<file path="config.mk">
export PLATFORM = sky130hd
export DESIGN_NAME = glove_conditioner_flat
export DESIGN_NICKNAME = d
export VERILOG_FILES = /design/src/rtl/catch_pkg.sv /design/src/rtl/glove_conditioner_if.sv /design/src/rtl/sample_debounce.sv /design/src/rtl/glove_conditioner.sv /design/src/flat_wrapper.sv
export SDC_FILE = /design/constraint.sdc
export NUM_CORES = 1
export LEC_CHECK = 0
export ABC_CLOCK_PERIOD_IN_PS = 13700
export CAP_MARGIN = 20
export CORE_MARGIN = 10
export CORE_UTILIZATION = 64
export CTS_CLUSTER_SIZE = 28
export DETAILED_ROUTE_END_ITERATION = 6
export MAX_ROUTING_LAYER = met4
export PLACE_DENSITY = 0.88
export SYNTH_ARGS = -nofsm -noshare
export SYNTH_HDL_FRONTEND = slang
export SYNTH_SLANG_ARGS = --single-unit
export TNS_END_PERCENT = 5
</file>
<file path="constraint.sdc">
create_clock -name clk -period 13.7 [get_ports clk]
set_clock_uncertainty 0.1 [all_clocks]
set_input_delay 2.74 -clock clk [delete_from_list [all_inputs] [get_ports clk]]
set_output_delay 2.74 -clock clk [all_outputs]
set_load 0.005 [all_outputs]
</file>
<file path="src/rtl/catch_pkg.sv">
// Shared glove/ball types: position width, conditioner states and a
// magnitude helper for the signed per-axis difference.
package catch_pkg;

  localparam int unsigned MM_W   = 16;
  localparam int unsigned DIFF_W = MM_W + 1;

  typedef enum logic {
    ACQUIRE = 1'b0,
    TRACK   = 1'b1
  } glove_state_e;

  function automatic logic [DIFF_W-1:0] abs_diff(input logic signed [DIFF_W-1:0] d);
    return d[DIFF_W-1] ? DIFF_W'(-d) : DIFF_W'(d);
  endfunction

endpackage

</file>
<file path="src/rtl/glove_conditioner_if.sv">
// Sensor-to-ball-logic glove bus: raw sample strobe in, conditioned glove state out.
interface glove_conditioner_if;
  import catch_pkg::*;

  logic            sample_valid;
  logic [MM_W-1:0] raw_x;
  logic [MM_W-1:0] raw_y;
  logic            raw_closed;
  logic [MM_W-1:0] glove_x;
  logic [MM_W-1:0] glove_y;
  logic            glove_closed;
  logic            can_catch;
  logic            tracking;

  modport master (
    output sample_valid, raw_x, raw_y, raw_closed,
    input  glove_x, glove_y, glove_closed, can_catch, tracking
  );

  modport slave (
    input  sample_valid, raw_x, raw_y, raw_closed,
    output glove_x, glove_y, glove_closed, can_catch, tracking
  );

endinterface

</file>
<file path="src/rtl/sample_debounce.sv">
// Count-to-N debouncer advanced only on sample strobes; fall_c flags the
// sample that will drop level on this edge so arming can clear in step.
module sample_debounce #(
  parameter int unsigned N = 3
) (
  input  logic clk,
  input  logic reset,
  input  logic sample_valid,
  input  logic clear,
  input  logic raw,
  output logic level,
  output logic fall_c
);

  localparam int unsigned CW = $clog2(N + 1);

  logic [CW-1:0] cnt;
  logic          hit_c;

  assign hit_c  = sample_valid && (raw != level) && (cnt == CW'(N - 1));
  assign fall_c = hit_c && level;

  always_ff @(posedge clk or posedge reset) begin
    if (reset) begin
      level <= 1'b0;
      cnt   <= '0;
    end else if (clear) begin
      cnt <= '0;
    end else if (sample_valid) begin
      if (raw == level) begin
        cnt <= '0;
      end else if (hit_c) begin
        level <= raw;
        cnt   <= '0;
      end else begin
        cnt <= cnt + CW'(1);
      end
    end
  end

endmodule

</file>
<file path="src/rtl/glove_conditioner.sv">
// Per-glove conditioner: outlier rejection, exponential smoothing, closed-bit
// debounce, post-release re-arm delay and stale-sample drop to ACQUIRE.
module glove_conditioner
  import catch_pkg::*;
#(
  parameter int unsigned DEBOUNCE_SAMPLES = 3,
  parameter int unsigned SMOOTH_SHIFT     = 2,
  parameter int unsigned MAX_JUMP_MM      = 400,
  parameter int unsigned REJECT_LIMIT     = 3,
  parameter int unsigned REARM_SAMPLES    = 4,
  parameter int unsigned STALE_CYCLES     = 6500000
) (
  input logic               clk,
  input logic               reset,
  glove_conditioner_if.slave bus
);

  localparam int unsigned SW = $clog2(STALE_CYCLES + 1);
  localparam int unsigned OW = $clog2(REARM_SAMPLES + 1);
  localparam int unsigned RW = $clog2(REJECT_LIMIT + 1);

  glove_state_e     state, state_n;
  logic [MM_W-1:0]  glove_x_q, glove_y_q;
  logic             armed, armed_n;
  logic             can_catch_q, tracking_q;
  logic [SW-1:0]    stale_cnt;
  logic [OW-1:0]    open_cnt;
  logic [RW-1:0]    reject_cnt;
  logic             glove_closed;
  logic             fall_c;
  logic             stale_c;
  logic             outlier_c;

  logic signed [DIFF_W-1:0] diff_x, diff_y, step_x, step_y;

  sample_debounce #(.N(DEBOUNCE_SAMPLES)) u_debounce (
    .clk          (clk),
    .reset        (reset),
    .sample_valid (bus.sample_valid),
    .clear        (stale_c),
    .raw          (bus.raw_closed),
    .level        (glove_closed),
    .fall_c       (fall_c)
  );

  // Per-axis filter datapath, both axes identical.
  assign diff_x    = DIFF_W'({1'b0, bus.raw_x}) - DIFF_W'({1'b0, glove_x_q});
  assign diff_y    = DIFF_W'({1'b0, bus.raw_y}) - DIFF_W'({1'b0, glove_y_q});
  assign step_x    = diff_x >>> SMOOTH_SHIFT;
  assign step_y    = diff_y >>> SMOOTH_SHIFT;
  assign outlier_c = (abs_diff(diff_x) > DIFF_W'(MAX_JUMP_MM)) ||
                     (abs_diff(diff_y) > DIFF_W'(MAX_JUMP_MM));
  assign stale_c   = !bus.sample_valid && (stale_cnt == SW'(STALE_CYCLES - 1));

  // A sample in the stale cycle suppresses the drop because stale_c needs !sample_valid.
  always_comb begin
    state_n = state;
    armed_n = armed;
    if (stale_c) begin
      state_n = ACQUIRE;
      armed_n = 1'b0;
    end else if (bus.sample_valid) begin
      state_n = TRACK;
      if (fall_c) begin
        armed_n = 1'b0;
      end else if (!glove_closed && (open_cnt == OW'(REARM_SAMPLES - 1))) begin
        armed_n = 1'b1;
      end
    end
  end

  always_ff @(posedge clk or posedge reset) begin
    if (reset) begin
      state       <= ACQUIRE;
      armed       <= 1'b0;
      can_catch_q <= 1'b0;
      tracking_q  <= 1'b0;
      glove_x_q   <= '0;
      glove_y_q   <= '0;
      stale_cnt   <= '0;
      open_cnt    <= '0;
      reject_cnt  <= '0;
    end else begin
      state       <= state_n;
      armed       <= armed_n;
      can_catch_q <= (state_n == TRACK) && armed_n;
      tracking_q  <= (state_n == TRACK);

      if (bus.sample_valid || stale_c) stale_cnt <= '0;
      else                             stale_cnt <= stale_cnt + SW'(1);

      if (stale_c || fall_c) begin
        open_cnt <= '0;
      end else if (bus.sample_valid && !glove_closed && (open_cnt != OW'(REARM_SAMPLES))) begin
        open_cnt <= open_cnt + OW'(1);
      end

      if (bus.sample_valid) begin
        if (state == ACQUIRE) begin
          glove_x_q  <= bus.raw_x;
          glove_y_q  <= bus.raw_y;
          reject_cnt <= '0;
        end else if (outlier_c) begin
          if (reject_cnt == RW'(REJECT_LIMIT - 1)) begin
            glove_x_q  <= bus.raw_x;
            glove_y_q  <= bus.raw_y;
            reject_cnt <= '0;
          end else begin
            reject_cnt <= reject_cnt + RW'(1);
          end
        end else begin
          glove_x_q  <= MM_W'(DIFF_W'(glove_x_q) + DIFF_W'(step_x));
          glove_y_q  <= MM_W'(DIFF_W'(glove_y_q) + DIFF_W'(step_y));
          reject_cnt <= '0;
        end
      end
    end
  end

  assign bus.glove_x      = glove_x_q;
  assign bus.glove_y      = glove_y_q;
  assign bus.glove_closed = glove_closed;
  assign bus.can_catch    = can_catch_q;
  assign bus.tracking     = tracking_q;

endmodule
</file>
<file path="src/flat_wrapper.sv">
// flat-port wrapper written by rule: the top's interface ports become plain ports
module glove_conditioner_flat import catch_pkg::*;
#(
  parameter int unsigned DEBOUNCE_SAMPLES = 3,
  parameter int unsigned SMOOTH_SHIFT     = 2,
  parameter int unsigned MAX_JUMP_MM      = 400,
  parameter int unsigned REJECT_LIMIT     = 3,
  parameter int unsigned REARM_SAMPLES    = 4,
  parameter int unsigned STALE_CYCLES     = 6500000
)
  (clk, reset, bus_sample_valid, bus_raw_x, bus_raw_y, bus_raw_closed, bus_glove_x, bus_glove_y, bus_glove_closed, bus_can_catch, bus_tracking);
  glove_conditioner_if bus_i ();
  input logic clk;
  input logic reset;
  input wire logic [$bits(bus_i.sample_valid)-1:0] bus_sample_valid;
  input wire logic [$bits(bus_i.raw_x)-1:0] bus_raw_x;
  input wire logic [$bits(bus_i.raw_y)-1:0] bus_raw_y;
  input wire logic [$bits(bus_i.raw_closed)-1:0] bus_raw_closed;
  output wire logic [$bits(bus_i.glove_x)-1:0] bus_glove_x;
  output wire logic [$bits(bus_i.glove_y)-1:0] bus_glove_y;
  output wire logic [$bits(bus_i.glove_closed)-1:0] bus_glove_closed;
  output wire logic [$bits(bus_i.can_catch)-1:0] bus_can_catch;
  output wire logic [$bits(bus_i.tracking)-1:0] bus_tracking;
  assign bus_i.sample_valid = bus_sample_valid;
  assign bus_i.raw_x = bus_raw_x;
  assign bus_i.raw_y = bus_raw_y;
  assign bus_i.raw_closed = bus_raw_closed;
  assign bus_glove_x = bus_i.glove_x;
  assign bus_glove_y = bus_i.glove_y;
  assign bus_glove_closed = bus_i.glove_closed;
  assign bus_can_catch = bus_i.can_catch;
  assign bus_tracking = bus_i.tracking;
  glove_conditioner #(.DEBOUNCE_SAMPLES(DEBOUNCE_SAMPLES), .SMOOTH_SHIFT(SMOOTH_SHIFT), .MAX_JUMP_MM(MAX_JUMP_MM), .REJECT_LIMIT(REJECT_LIMIT), .REARM_SAMPLES(REARM_SAMPLES), .STALE_CYCLES(STALE_CYCLES)) u_core (.clk(clk), .reset(reset), .bus(bus_i));
endmodule
</file>
Word level (Yosys, flattened, before mapping)
Cells that the tools add are included.
- register bits: 66
- output and inout port bits: 35
- word-level logic and storage cells: 73
- $add $sub $neg: 10
- magnitude comparators: 2
- equality and inequality tests: 8
- muxes and demuxes: 24
- bitwise operators: 2
- reductions and logical operators: 17
- operator list (operator ; count):
    16-bit two-way mux ; 6
    17-bit by 9-bit > comparator with 1-bit output (second input constant) ; 2
    17-bit two-way mux ; 2
    17-bit negator ; 2
    16-bit by 16-bit subtractor with 17-bit output ; 2
    16-bit adder ; 2
    23-bit by 1-bit adder with 23-bit output (second input constant) ; 1
    23-bit == test (second input constant) ; 1
    23-bit two-way mux ; 1
    2-bit two-way mux ; 7
    1-bit logical AND ; 8
    1-bit two-way mux ; 6
    3-bit two-way mux ; 2
    3-bit inequality test (second input constant) ; 2
    2-bit by 1-bit adder with 2-bit output (second input constant) ; 2
    2-bit == test (second input constant) ; 2
    4-bit AND reduction ; 1
    2-bit nonzero test ; 2
    3-bit by 1-bit adder with 3-bit output (second input constant) ; 1
    3-bit by 2-bit == test with 1-bit output (second input constant) ; 1
    1-bit logical OR ; 3
    1-bit logical NOT ; 2
    1-bit inverter ; 2
    2-bit AND reduction ; 1
    2 further kinds ; 2

Logic depth before layout (Yosys ltp)
- depth after elaboration: 8
- gate-level depth with buffers: 21
- gate-level depth less buffers: 21

By module
A second synthesis with hierarchy kept.
- cell total of the unflattened synthesis: 943
- area, all modules: 7714.9 µm²
- modules (own cells, without submodules) (module ; instances ; cells an instance ; area each (µm²) ; sequential area each (µm²)):
    glove_conditioner ; 1 ; 928 ; 7544.7 ; 1576.5
    sample_debounce ; 1 ; 15 ; 170.2 ; 75.1

Worst setup path after synthesis
No wires, ideal clock.
- path kind: input port to flip-flop
- start: in bus_raw_x[0]
- end: reg u_core.glove_x_q[14] (netlist: u_core.bus.glove_x[14])
- data arrival time: 6777 ps
- data required time: 13521 ps
- slack: 6744 ps
- stages on the path: 20
- path buffers: 0
- path through: inv_1 ha_1 fa_1 and2b_1 o21a_1 o21ai_2 xor2_2 inv_1 ha_1 or2_2 a21oi_1 a31oi_1 a311o_1 maj3_1 maj3_1 a21o_1 a21oi_1 xnor2_1 mux2i_1 mux2i_1
- word-level cells in the longest chain between the ends: 7
- elaborated cells on any way between the ends: 10
- ends and longest elaborated chain (item ; line ; source):
    start: declaration ; flat_wrapper.sv:16 ; input wire logic [$bits(bus_i.raw_x)-1:0] bus_raw_x;
    16-bit by 16-bit subtractor with 17-bit output (*) ; glove_conditioner.sv:47 ; assign diff_x = DIFF_W'({1'b0, bus.raw_x}) - DIFF_W'({1'b0, glove_x_q});
    17-bit negator ; catch_pkg.sv:14 ; return d[DIFF_W-1] ? DIFF_W'(-d) : DIFF_W'(d);
    17-bit two-way mux ; catch_pkg.sv:14 ;
    17-bit by 9-bit > comparator with 1-bit output ; glove_conditioner.sv:51 ; assign outlier_c = (abs_diff(diff_x) > DIFF_W'(MAX_JUMP_MM)) ||
    1-bit logical OR ; glove_conditioner.sv:51 ;
    3-bit inequality test (no line) / 16-bit two-way mux (equally long branches) ; n/a ;
    2-bit AND reduction (no line) / 16-bit two-way mux (equally long branches) ; n/a ;
    end signal: assignment ; glove_conditioner.sv:100 ; glove_x_q <= bus.raw_x;
    end signal: assignment ; glove_conditioner.sv:105 ; glove_x_q <= bus.raw_x;
    end signal: assignment ; glove_conditioner.sv:112 ; glove_x_q <= MM_W'(DIFF_W'(glove_x_q) + DIFF_W'(step_x));
    end: declaration ; glove_conditioner.sv:23 ; logic [MM_W-1:0] glove_x_q, glove_y_q;
Mark *: on every way between the ends. The rest lies on a longest branch, timed or not.
A chain may end at the register's enable or synchronous reset.

Worst setup path in the final report
- start: in bus_raw_y[0]
- end: reg u_core.glove_y_q[0] (netlist: u_core.bus.glove_y[0])
- word-level cells in the longest chain between the ends: 7
- elaborated cells on any way between the ends: 11
- ends and longest elaborated chain (item ; line ; source):
    start: declaration ; flat_wrapper.sv:17 ; input wire logic [$bits(bus_i.raw_y)-1:0] bus_raw_y;
    16-bit by 16-bit subtractor with 17-bit output ; glove_conditioner.sv:48 ; assign diff_y = DIFF_W'({1'b0, bus.raw_y}) - DIFF_W'({1'b0, glove_y_q});
    17-bit negator ; catch_pkg.sv:14 ;
    17-bit two-way mux ; catch_pkg.sv:14 ;
    17-bit by 9-bit > comparator with 1-bit output ; glove_conditioner.sv:52 ; (abs_diff(diff_y) > DIFF_W'(MAX_JUMP_MM));
    1-bit logical OR ; glove_conditioner.sv:51 ;
    3-bit inequality test (no line) / 16-bit two-way mux (equally long branches) ; n/a ;
    2-bit AND reduction (no line) / 16-bit two-way mux (equally long branches) ; n/a ;
    end signal: assignment ; glove_conditioner.sv:101 ; glove_y_q <= bus.raw_y;
    end signal: assignment ; glove_conditioner.sv:106 ; glove_y_q <= bus.raw_y;
    end signal: assignment ; glove_conditioner.sv:113 ; glove_y_q <= MM_W'(DIFF_W'(glove_y_q) + DIFF_W'(step_y));
    end: declaration ; glove_conditioner.sv:23 ;
Several ways; a longest one is shown, not always the timed one. The select of a mux whose other input is x is not followed.

==> run metrics <==
drt drc 0; Final setup viols 0; Placed Area 0.00823 sq mm; Slew Limit Fails 0; H-tree Lvls 3; grt total ovfl 0; crit path time final 7.68 ns; final hold viol count 0; setup tns final 0 ns; post-route ant nets 0; Final nets 1044; final worst-path cycle share 0.561; area grow syn2layout 13.9%; worst-path cell chain clkdlybuf4s50_1, inv_1, ha_1, fa_1, nand2b_1, a21oi_1, xnor2_1, inv_2, or3_1, nor4_2, a21oi_1, o32ai_2, o221ai_2, nor4_2, a21bo_1, o21a_2, mux2_2; outcome completed; commonest non-fill, non-tap cell in the layout nor2_1; Worst Max-Slew Pin Slew 1.02 ns; initial antenna violation count 0; RSZ-0062 raised after global routing false; dpl hpwl 14200 um; Filler Cells Inserted 852; fin area 0.00852 sq mm; sequential-to-total area share from yosys stat 0.221; Max-Cap Viols 0; clock buffers created by TritonCTS 9; Sink Count 66; Crit-path slowest cell o21a_2; Root Driver clkbuf_16; top_reg_cell synth dfrtp_1; Syn Nets 984; Max Root-Sink Buffers 2; Seq cells post-synth 66; Diodes inserted 0; Yosys cell types 101; Die Wd 128 um; total track usage 0.239; Post-CTS Hold Fix Bufs 0; Synth Cell Area 0.00748 sq mm; dpl ws 5.75 ns; die area 0.0164 sq mm; Clock transition at path regs 0.06 ns; Vert. Die Dim 128 um; first-pass GRT wire length 32300 um; Row Count 39; post-CTS resize count 0; io pins 71; CP max stage delay 0.87 ns; Synth Instances 880; Fmax 0.130 GHz; pin count of the biggest net entering global routing 67; FFs w/ async S/R, synth 1.00; Initial Utilization 0.655; vias 6875; wire length per cell 17.3 um; crit path DAT 7.82 ns; crit-path leading delay family compound AO/OA/AOI/OAI gates; CTS tree built; CP Capture Type flip-flop; YS warnings 0; post-CTS setup buffers 0; most frequent cells in the layout nor2_1, inv_1, clkdlybuf4s50_1; core footprint 0.0114 sq mm; Mapped Avg Cell Area 8.50 sq um; share of cells above drive strength 1 0.0772; # port buffers 70; vias in the first global route 6864; crit path kind input pin to flip-flop; slack of the critical path 6.02 ns; Critical Path RT 13.84 ns; via-per-instance ratio 6.32; max_slew headroom 0.323; Critical path buffers and inverters 3; startpoint types input pin; Max FO, Critical Path 32; final WL 18800 um; drt first pass iters 5; initial DRC count 598; Clk Latency, worst-skew pair 0.35 ns; Routability Congestion 0.940; Worst Hold Class flip-flop to flip-flop; EDFF count, synth 0
==> logic make-up (layout without fill, tap and decap cells) <==
kind of cell / after synthesis / after routing / synth area share
adder cells (fa/ha/maj): 74 / 74 / 0.126
buffers and inverters: 100 / 165 / 0.0590
AO/OA/AOI/OAI: 213 / 213 / 0.216
AND/OR/NAND/NOR: 301 / 301 / 0.212
multiplexers: 64 / 64 / 0.0885
flip-flops: 66 / 66 / 0.221
XOR/XNOR: 62 / 62 / 0.0781
==> sequential cells by signal (all words and copies together), names as in the netlist, 2 cells and up <==
signal                 count
u_core.bus.glove_x        16
u_core.bus.glove_y        16
u_core.open_cnt            3
u_core.reject_cnt          2
u_core.stale_cnt          23
u_core.u_debounce.cnt      2
==> through the flow <==
stage,utilization,hold WS [ns],cells
2_1_floorplan,-,0.376,880
4_1_cts,0.746,0.424,1088
5_1_grt,0.746,0.447,1088
6_report,0.746,0.421,1088
3_3_place_gp,0.721,0.394,1072
3_5_place_dp,0.721,0.408,1072
==> worst reg2reg max path, cell delays in order (launching register included) <==
cell and delay, ns:
dfrtp_1 0.41, ha_1 0.25, fa_1 0.40, nand2b_1 0.19, a21oi_1 0.18, xnor2_1 0.21, inv_2 0.12, or3_1 0.41
nor4_2 0.34, a21oi_1 0.16, o32ai_2 0.17, o221ai_2 0.14, nor4_2 0.37, a21bo_1 0.34, o21a_2 0.87, mux2_2 0.43
==> final cells by class <==
class,instances,area (sq um),share of cell area
Clock buffer,10,239,0.0280
Inverter,76,285,0.0335
Clock inverter,6,50.0,0.00587
Multi-Input combinational cell,714,5390,0.633
Tap cell,143,179,0.0210
Sequential cell,66,1650,0.194
Timing Repair Buffer,73,723,0.0849
==> synthesized netlist by cell type (all sizes together), types with 3 or more instances <==
cell	number	area share
nor3	28	0.020
and2	16	0.013
o221ai	9	0.011
fa	4	0.011
nand3	33	0.022
maj3	6	0.0080
a21o	8	0.0080
nand4b	4	0.0047
a211oi	12	0.014
clkbuf	9	0.0045
o211ai	12	0.015
o31a	7	0.0084
xnor2	30	0.036
nor2b	14	0.012
dfrtp	66	0.22
and3	15	0.013
a21boi	4	0.0040
o41ai	3	0.0035
a21oi	42	0.029
nand3b	4	0.0040
nor2	74	0.037
a221oi	3	0.0059
o2111ai	8	0.0094
or2	9	0.0075
and3b	3	0.0035
nand2	54	0.027
o21a	14	0.014
o211a	4	0.0054
o311ai	4	0.0067
xor2	32	0.042
ha	64	0.11
a31oi	6	0.0050
a211o	4	0.0047
a22oi	5	0.0050
o21ai	34	0.024
inv	76	0.038
nor4	10	0.013
o31ai	5	0.0057
or3	13	0.012
mux2	8	0.014
buf	15	0.016
mux2i	56	0.075
nand4	7	0.0059
nand2b	8	0.0067
==> final timing paths <==
| path | endpoint | slack [ns] | depth (start not counted) | from |
|---|---|---|---|---|
| setup / recovery | u_core.bus.glove_y[0] | 6.02 | 17 | bus_raw_y[0] |
| hold / removal | u_core.reject_cnt[1] | 0.42 | 1 | u_core.reject_cnt[1] |
| setup reg to reg | u_core.bus.glove_y[0] | 8.47 | 15 | u_core.bus.glove_y[0] |
| hold reg to reg | u_core.reject_cnt[1] | 0.42 | 1 | u_core.reject_cnt[1] |
| max in group asynchronous | u_core.stale_cnt[9] | 10.09 | 3 | reset |
| min in group asynchronous | u_core.bus.glove_x[11] | 2.85 | 3 | reset |
==> metal layers <==
metal / vias up / GRT usage / routed length, um
met5: - / - / 0
met4: 0 / 0.0682 / 325
met3: 35 / 0.0471 / 1010
met2: 205 / 0.392 / 9030
met1: 3280 / 0.291 / 8450
li1: 3355 / - / -
Power is not shown: default switching activity piles up to over one toggle a cycle in this logic, so the estimate is an artifact.
==> edit: new RTL, config.mk and constraints unchanged <==
The package constant `MM_W` goes from 16 to 32.
--- a/src/rtl/catch_pkg.sv
+++ b/src/rtl/catch_pkg.sv
@@ -2,7 +2,7 @@
 // magnitude helper for the signed per-axis difference.
 package catch_pkg;
 
-  localparam int unsigned MM_W   = 16;
+  localparam int unsigned MM_W   = 32;
   localparam int unsigned DIFF_W = MM_W + 1;
 
   typedef enum logic {
Interface: changed (resized bus_glove_x, bus_glove_y, bus_raw_x and bus_raw_y); port bits go from 71 to 135. No check against the original RTL was run, so the function may have changed too.
==> edit against the unedited design <==
Routed wire length increased by 120%. Worst setup slack worse by 1.9 ns. Largest cell class unchanged. Area after synthesis grew 86%. Critical path type unchanged. Utilization down 0.87 points. Sequential share of layout area shrank 3.7 points. Design area up 84%. Synthesized cell count grew 110%. Die area up 71%. Critical endpoint is now u_core.bus.glove_y[28]$_DFFE_PP0P_. Global-route usage is 5.0 points higher. Sequential cell count up 32.
Power is not shown: default switching activity piles up to over one toggle a cycle in this logic, so the estimate is an artifact.
==> edit: results (changes against the unedited design) <==
Status
  • Outcome: complete, no violations (unchanged)

Critical path
  • RR Endpoint: u_core.bus.glove_y[28]$_DFFE_PP0P_ (was u_core.bus.glove_y[0]$_DFFE_PP0P_)
  • CP peak stage delay: 0.58 ns (was 0.87 ns)
  • Slowest-stage cell, CP: and3_2 (was o21a_2)
  • Worst r2r src: u_core.bus.glove_x[0]$_DFFE_PP0P_ (was u_core.bus.glove_y[0]$_DFFE_PP0P_)
  • Setup crit start: bus_raw_x[0] (was bus_raw_y[0])
  • CP Max Fanout: 38 (was 32)
  • R2R depth: 19 (was 15)

Synth
  • Synth Area in Compound Gates: 0.269 (was 0.216)
  • Adder and majority cell fraction of the synthesized area: 0.124 (was 0.126)
  • Number of unique standard cell types used by synthesis: 106 (was 101)
  • Area fraction of the dominant cell type after synthesis: 0.176 (was 0.221)
  • Post-synthesis net count: 2,090 (was 984)
  • Share of synthesized area spent on multiplexers: 0.0203 (was 0.0885)
  • Seq/Total Area, Yosys: 0.176 (was 0.221)
  • Post-synthesis share of cell area spent on xor and xnor gates: 0.0753 (was 0.0781)

Finish
  • Number of fill cells: 1,705 (was 852)
  • Total Nets Final: 2,170 (was 1,044)

Route
  • Wire length on met1: 18,300 um (was 8450 um)
  • Vias post-DR: 14,700 (was 6,875)
  • Wire length on met3: 3240 um (was 1010 um)
  • Drt first pass iters: 6 (was 5)
  • Aggregate routed wire length: 41,000 um (was 18,800 um)

Global routing
  • Overall global routing resource usage: 0.288 (was 0.239)
  • Largest net degree at the start of global routing: 125 (was 67)

Placement
  • Setup slack at placement: 3.77 ns (was 5.75 ns)
  • Detail Placement HPWL: 31,900 um (was 14,200 um)
  • # port buffers: 134 (was 70)
  • Final RePlAce weighted congestion: 1.02 (was 0.940)

Hold path
  • Endpoint, Worst Hold: u_core.stale_cnt[0]$_DFF_PP0_ (was u_core.reject_cnt[1]$_DFFE_PP0P_)
  • Hold Crit Start: u_core.stale_cnt[0]$_DFF_PP0_ (was u_core.reject_cnt[1]$_DFFE_PP0P_)

Clock network
  • Clock transition at path regs: 0.08 ns (was 0.06 ns)
  • Insertion delay to the later sink of the worst-skew pair: 0.37 ns (was 0.35 ns)
-- edit: worst max path at each step --
stage                                          to  slack (ns)
6_report       u_core.bus.glove_y[28]$_DFFE_PP0P_        4.14
5_1_grt        u_core.bus.glove_y[19]$_DFFE_PP0P_        3.47
4_1_cts        u_core.bus.glove_y[19]$_DFFE_PP0P_        4.16
3_5_place_dp   u_core.bus.glove_y[19]$_DFFE_PP0P_        3.77
3_3_place_gp   u_core.bus.glove_y[28]$_DFFE_PP0P_        4.18
2_1_floorplan  u_core.bus.glove_y[31]$_DFFE_PP0P_        5.98
-- edit: metal layers --
layer,global-route usage,vias to the layer above
met2,0.458,621
met5,-,-
met3,0.0386,68
met1,0.380,6904
li1,-,7099
met4,0.0727,0
-- edit: area by class of cell --
type / count / area [um^2] / area share
clock buffers: 9 / 225 / 0.0144
clock inverters: 7 / 76.3 / 0.00488
inverters: 133 / 502 / 0.0321
multi-input cells: 1585 / 10700 / 0.681
flip-flops and latches: 98 / 2450 / 0.157
well taps: 275 / 344 / 0.0220
repair buffers: 139 / 1400 / 0.0894
-- edit: through the flow --
stage | std cells | cell area (um^2)
global route | 2246 | 15700
CTS | 2245 | 15600
detailed placement | 2229 | 15300
finish | 2246 | 15700
floorplan | 1886 | 13900
global placement | 2229 | 15300
-- edit: cell families after synthesis --
logic type,Yosys count
AND/OR/NAND/NOR,756
AO/OA/AOI/OAI,546
buffers and inverters,203
adder cells (fa/ha/maj),136
XOR/XNOR,119
flip-flops,98
multiplexers,28
